## config.mk

```make
export PLATFORM = sky130hd
export DESIGN_NAME = fifo_read_arbiter
export DESIGN_NICKNAME = d
export VERILOG_FILES = /design/src/rtl/fifo_read_arbiter.sv
export SDC_FILE = /design/constraint.sdc
export NUM_CORES = 1
export LEC_CHECK = 0
export ABC_AREA = 1
export CAP_MARGIN = 20
export CELL_PAD_IN_SITES_DETAIL_PLACEMENT = 1
export CELL_PAD_IN_SITES_GLOBAL_PLACEMENT = 2
export CORE_MARGIN = 2
export CORE_UTILIZATION = 26
export CTS_CLUSTER_DIAMETER = 80
export DETAILED_ROUTE_END_ITERATION = 8
export MAX_ROUTING_LAYER = met4
export PLACE_DENSITY_LB_ADDON = 0.1
export SYNTH_ARGS = -nofsm -noshare
export SYNTH_HDL_FRONTEND = slang
export SYNTH_SLANG_ARGS = --single-unit
```

## constraint.sdc

```tcl
create_clock -name sys_clk -period 7.85 [get_ports sys_clk]
set_clock_uncertainty 0.1 [all_clocks]
set_input_delay 1.1775 -clock sys_clk [delete_from_list [all_inputs] [get_ports sys_clk]]
set_output_delay 1.1775 -clock sys_clk [all_outputs]
set_load 0.02 [all_outputs]
```

## src/rtl/fifo_read_arbiter.sv

```systemverilog
// fifo_read_arbiter
//   Round-robin readout arbiter that shares one GPIO data-return path between
//   two event FIFOs (ch0, ch1). A granted channel is read for a bounded burst
//   using one-cycle read strobes. Each word is held in DATA_out until the host
//   toggles ACK_in.
//
// Ports
//   sys_clk                 system clock, rising edge
//   RESET_in                asynchronous, active-high reset
//   ENABLE_in               arbitration allowed while high (checked at burst end)
//   BURST_LEN_in[7:0]       max words per grant, 0 means 256
//   ACK_in                  host ack toggle, any change consumes one word
//   CLR_in                  synchronous clear of OVF_out and WORDS_out
//   DATA0_in/DATA1_in       FIFO read data, valid one cycle after the strobe
//   CNT0_in/CNT1_in         FIFO word counts
//   FULL0_in/FULL1_in       FIFO full flags
//   RD0_out/RD1_out         one-cycle FIFO read strobes
//   DATA_out/CH_out/LAST_out  held word, its channel, end-of-burst marker
//   VALID_out               DATA_out holds an unacknowledged word
//   BUSY_out                FSM not idle
//   OVF_out[1:0]            sticky full flags {ch1,ch0}
//   WORDS_out[31:0]         words acknowledged, wraps
//
// state      | meaning
// -----------+------------------------------------------------------------
// S_IDLE     | waiting for ENABLE_in and a nonempty FIFO
// S_ARB      | pick channel, load burst down-counter
// S_READ     | read strobe to granted FIFO for this single cycle
// S_CAPTURE  | register returned word into the output holding register
// S_WAIT_ACK | word presented, waiting for the host ack toggle

module fifo_read_arbiter #(
  parameter int CNT_W  = 16,   // must be >= 9 so a count can be compared to 256
  parameter int DATA_W = 32
) (
  input  logic              sys_clk,
  input  logic              RESET_in,
  input  logic              ENABLE_in,
  input  logic [7:0]        BURST_LEN_in,
  input  logic              ACK_in,
  input  logic              CLR_in,
  input  logic [DATA_W-1:0] DATA0_in,
  input  logic [DATA_W-1:0] DATA1_in,
  input  logic [CNT_W-1:0]  CNT0_in,
  input  logic [CNT_W-1:0]  CNT1_in,
  input  logic              FULL0_in,
  input  logic              FULL1_in,
  output logic              RD0_out,
  output logic              RD1_out,
  output logic [DATA_W-1:0] DATA_out,
  output logic              VALID_out,
  output logic              CH_out,
  output logic              LAST_out,
  output logic              BUSY_out,
  output logic [1:0]        OVF_out,
  output logic [31:0]       WORDS_out
);

  localparam logic [2:0] S_IDLE     = 3'd0;
  localparam logic [2:0] S_ARB      = 3'd1;
  localparam logic [2:0] S_READ     = 3'd2;
  localparam logic [2:0] S_CAPTURE  = 3'd3;
  localparam logic [2:0] S_WAIT_ACK = 3'd4;

  logic [2:0]        state;
  logic              grant;
  logic              last_grant;
  logic [8:0]        remaining;
  logic              ack_q;
  logic [DATA_W-1:0] data_q;
  logic              valid_q;
  logic              ch_q;
  logic              last_q;
  logic [1:0]        ovf_q;
  logic [31:0]       words_q;

  logic              ne0;
  logic              ne1;
  logic              arb_pick;
  logic [8:0]        burst_words;
  logic [CNT_W-1:0]  burst_ext;
  logic [CNT_W-1:0]  cnt_pick;
  logic [8:0]        first_len;
  logic              grant_cnt_nz;
  logic              ack_evt;

  assign ne0 = |CNT0_in;
  assign ne1 = |CNT1_in;

  // With both FIFOs pending, alternate away from the last grant; otherwise
  // take whichever is nonempty (ne1 alone selects ch1, ne0 alone selects ch0).
  assign arb_pick     = (ne0 && ne1) ? ~last_grant : ne1;
  assign burst_words  = (BURST_LEN_in == 8'd0) ? 9'd256 : {1'b0, BURST_LEN_in};
  assign burst_ext    = CNT_W'(burst_words);
  assign cnt_pick     = arb_pick ? CNT1_in : CNT0_in;
  assign first_len    = (cnt_pick < burst_ext) ? cnt_pick[8:0] : burst_words;
  assign grant_cnt_nz = grant ? ne1 : ne0;
  assign ack_evt      = ACK_in ^ ack_q;

  // Strobes decode straight from state so an async reset drops them at once.
  assign RD0_out   = (state == S_READ) && !grant;
  assign RD1_out   = (state == S_READ) &&  grant;
  assign BUSY_out  = (state != S_IDLE);
  assign DATA_out  = data_q;
  assign VALID_out = valid_q;
  assign CH_out    = ch_q;
  assign LAST_out  = last_q;
  assign OVF_out   = ovf_q;
  assign WORDS_out = words_q;

  // ack_q follows ACK_in every cycle; WAIT_ACK is at least four cycles away
  // from reset release, so the reset value can never produce a false ack.
  always_ff @(posedge sys_clk or posedge RESET_in) begin
    if (RESET_in) ack_q <= 1'b0;
    else          ack_q <= ACK_in;
  end

  always_ff @(posedge sys_clk or posedge RESET_in) begin
    if (RESET_in) begin
      state      <= S_IDLE;
      grant      <= 1'b0;
      last_grant <= 1'b1;
      remaining  <= 9'd0;
      data_q     <= '0;
      valid_q    <= 1'b0;
      ch_q       <= 1'b0;
      last_q     <= 1'b0;
    end else begin
      case (state)
        S_IDLE: begin
          if (ENABLE_in && (ne0 || ne1)) state <= S_ARB;
        end
        S_ARB: begin
          if (ne0 || ne1) begin
            grant      <= arb_pick;
            last_grant <= arb_pick;
            remaining  <= first_len;
            state      <= S_READ;
          end else begin
            state <= S_IDLE;
          end
        end
        S_READ: begin
          remaining <= remaining - 9'd1;
          state     <= S_CAPTURE;
        end
        S_CAPTURE: begin
          data_q  <= grant ? DATA1_in : DATA0_in;
          ch_q    <= grant;
          last_q  <= (remaining == 9'd0);
          valid_q <= 1'b1;
          state   <= S_WAIT_ACK;
        end
        S_WAIT_ACK: begin
          if (ack_evt) begin
            valid_q <= 1'b0;
            // A FIFO that drained early ends the burst without a LAST word.
            if ((remaining != 9'd0) && grant_cnt_nz) state <= S_READ;
            else if (ENABLE_in)                      state <= S_ARB;
            else                                     state <= S_IDLE;
          end
        end
        default: state <= S_IDLE;
      endcase
    end
  end

  // Set has priority over clear so a full pulse coincident with CLR_in is kept.
  always_ff @(posedge sys_clk or posedge RESET_in) begin
    if (RESET_in) ovf_q <= 2'b00;
    else          ovf_q <= (CLR_in ? 2'b00 : ovf_q) | {FULL1_in, FULL0_in};
  end

  always_ff @(posedge sys_clk or posedge RESET_in) begin
    if (RESET_in)                             words_q <= 32'd0;
    else if (CLR_in)                          words_q <= 32'd0;
    else if ((state == S_WAIT_ACK) && ack_evt) words_q <= words_q + 32'd1;
  end

endmodule

```

==> results.sh <==
export IMPL_switching_share=0.4069
export IMPL_grt_setup_unrepaired="no"
export IMPL_rows=49
export IMPL_slew_violations=0
export IMPL_wl_mm=16.78
export IMPL_die_area_mm2=0.01974
export IMPL_tightest_slew_ns=0.9977
export IMPL_drtPass1Iterations=4
export IMPL_cpPeakStageDelay_ns=0.42
export IMPL_critPathSlowestCell="clkdlybuf4s50_1"
export IMPL_tritoncts="built"
export IMPL_stdcell_area_mm2=0.007212
export IMPL_fp_dieW_um=140.5
export IMPL_hold_depth=1
export IMPL_num_vias=5038
export IMPL_post_cts_buffers=0
export IMPL_clock_sinks=84
export IMPL_final_nets=948
export IMPL_cts_root_buf="clkbuf_16"
export IMPL_synth_most_common_cell="nand2_1"
export IMPL_power_density_mw_per_mm2=288.9
export IMPL_status="complete, no violations"
export IMPL_synth_area_per_cell_um2=7.406
export IMPL_die_h_um=140.5
export IMPL_placed_cells=1045
export IMPL_ys_types=45
export IMPL_cp_arrival_ns=4.28
export IMPL_synth_area_top_cells="dfrtp_1 43%, nand2_1 14%, nor2_1 6.7%"
export IMPL_finalHoldViolCount=0
export IMPL_ys_seq_elements=84
export IMPL_r2r_worst_path_cells=15
export IMPL_synth_edf_count=0
export IMPL_critical_path_class="in2reg"
export IMPL_p_int_mw=1.236
export IMPL_synth_top_cell_by_area="dfrtp_1"
export IMPL_synth_top_cells_by_count="183 x nand2_1, 87 x nor2_1, 83 x dfrtp_1"
export IMPL_areaGrowthSynthToFinish_pct=48.90
export IMPL_drt_iter0_markers=157
export IMPL_crit_buf_inv=1
export IMPL_cp_data_required_time_ns=7.98
export IMPL_ff2ff_setup_slack_ns=4.94
export IMPL_p_sw_mw=0.8479
export IMPL_async_flop_share=1.000
export IMPL_antenna_found_initial=0
export IMPL_via_per_inst=4.753
export IMPL_max_freq_ghz=0.2411
export IMPL_p_leak_nw=3.136
export IMPL_syn_inst=654
export IMPL_syn_nets=775
export IMPL_grt_first_pass_wirelength_mm=27.41
export IMPL_cts_buffers=9
export IMPL_setup_tns_ns=0
export IMPL_n_antenna_cell=0
export IMPL_hold_ws_ns=0.3822
export IMPL_core_mm2=0.01815
export IMPL_final_antenna_net_count=0
export IMPL_portBuffers=182
export IMPL_comb_power_share=0.475
export IMPL_cpMostUsedCell="nand2_1"
export IMPL_path_clk_slew_ns=0.06
export IMPL_peakVddDrop_uv=186.8
export IMPL_cts_resized=0
export IMPL_worst_path_dominant_cell_family="simple AND/OR/NAND/NOR gates"
export IMPL_synth_area_mm2=0.004843
export IMPL_critPathMaxFanout=15
export IMPL_start_util=0.2669
export IMPL_cts_buffer_depth=2
export IMPL_drv_cap=0
export IMPL_hpwl_mm=13.06
export IMPL_fin_crit_sh=0.5284
export IMPL_cp_start_kind="primary input"
export IMPL_yosysTopAreaCellShare=0.4288
export IMPL_place_area_mm2=0.006895
export IMPL_htreeDepth=3
export IMPL_cts_hold_buf=0
export IMPL_max_slew_margin=0.3349
export IMPL_grt_use_total=0.1788
export IMPL_drcViolationCount=0
export IMPL_post_drt_wl_per_cell_um=15.83
export IMPL_yosysSeqAreaShare=0.4343
export IMPL_clk_latency_ns=0.34
export IMPL_ys_warn_count=0
export IMPL_io_pins=183
export IMPL_grt_pass1_vias=5436
export IMPL_clkPwrFrac=0.220
export IMPL_sequentialPowerShare=0.305
export IMPL_worst_path_stages=19
export IMPL_drive_gt1_frac=0.05897
export IMPL_ys_flop_type="dfrtp_1"
export IMPL_cp_end_kind="register"
export IMPL_hold_path_class="reg2reg"
export IMPL_crit_chain="clkdlybuf4s50_1 > nor2_1 > nand2_1 > nor2_1 > nand2_1 > nand2_1 > nand2_2 > o21ai_0 > ha_1 > a21oi_1 > nor2_1 > a211oi_1 > nand2_1 > nand2_1 > nand2_1 > nand2_1 > nand3_1 > nand2_1 > nand2_1"
export IMPL_final_cells=1060
export IMPL_finalCriticalPeriod_ns=4.148
export IMPL_gp_congestion=0.7935
export IMPL_finalSetupViolCount=0
export IMPL_grt_max_degree=72
export IMPL_overflow=0
-- cell type report --
cell class | instances | area, um^2
timing repair buffer | 186 | 1852
inverter | 68 | 256.5
fill | 2204 | 10940
multi-input combinational | 478 | 2397
sequential | 84 | 2103
clock inverter | 4 | 73.82
tap | 229 | 286.5
clock buffer | 11 | 242.7
-- state kept, by name, summed over array words and instances, names as in the netlist --
name,cells
OVF_out,2
CH_out,1
state,3
ack_q,1
DATA_out,32
remaining,9
VALID_out,1
grant,1
WORDS_out,32
LAST_out,1
last_grant,1
-- worst register-to-register path, delay by kind of cell, from the launching register on --
family	cells	cell delay, ns
AO/OA/AOI/OAI	3	0.48
adder cells (fa/ha/maj)	1	0.31
flip-flops	1	0.55
AND/OR/NAND/NOR	11	1.37
-- worst paths after layout --
kind	from	to
worst min-delay path	OVF_out[1]	OVF_out[1]
worst max-delay path	CNT0_in[10]	remaining[3]
worst max register to register	last_grant	remaining[3]
min in group asynchronous	RESET_in	WORDS_out[24]
worst min register to register	OVF_out[1]	OVF_out[1]
max in group asynchronous	RESET_in	remaining[1]
-- cell families (layout without fill, tap and decap cells) --
logic type / after synthesis / count (layout) / synth area share
compound gates: 107 / 107 / 0.1294
buf+inv: 92 / 269 / 0.07233
simple gates: 357 / 357 / 0.3309
xor+xnor: 4 / 4 / 0.007235
flops: 84 / 84 / 0.4343
fa+ha+maj: 10 / 10 / 0.02583
-- routing by layer --
metal	wire, um	share of wire	track usage
met5	0	0	-
met4	300	0.018	0.04789
met3	1081	0.064	0.05333
met2	8293	0.49	0.3083
met1	7106	0.42	0.2029
-- power groups by stage --
stage	logic (mW)	registers, mW	clock network (mW)
detailed placement	1.01	0.644	0
floorplan	0.494	0.733	0
global route	1.11	0.653	0.490
global placement	0.988	0.635	0
CTS	1.01	0.637	0.478
finish	0.989	0.636	0.458
-- stage by stage --
step | util | total power, mW | setup WS (ns)
floorplan | - | 1.227 | 4.409
global placement | 0.3800 | 1.623 | 3.531
detailed placement | 0.3800 | 1.653 | 3.302
CTS | 0.3974 | 2.129 | 3.660
global route | 0.3974 | 2.255 | 3.296
finish | 0.3974 | 2.084 | 3.702
-- layout by cell type (no fill, tap or decap), drive strengths merged, types with 4 or more instances in the layout --
master,count
nand2,189
clkdlybuf4s50,182
nor2,93
dfrtp,83
inv,67
a31oi,40
nand3,34
o21ai,29
a21oi,26
nor3,18
clkbuf,11
ha,10
nor4,8
nand4,6
buf,4
a211oi,4
Power figures use the tool's default switching activity.
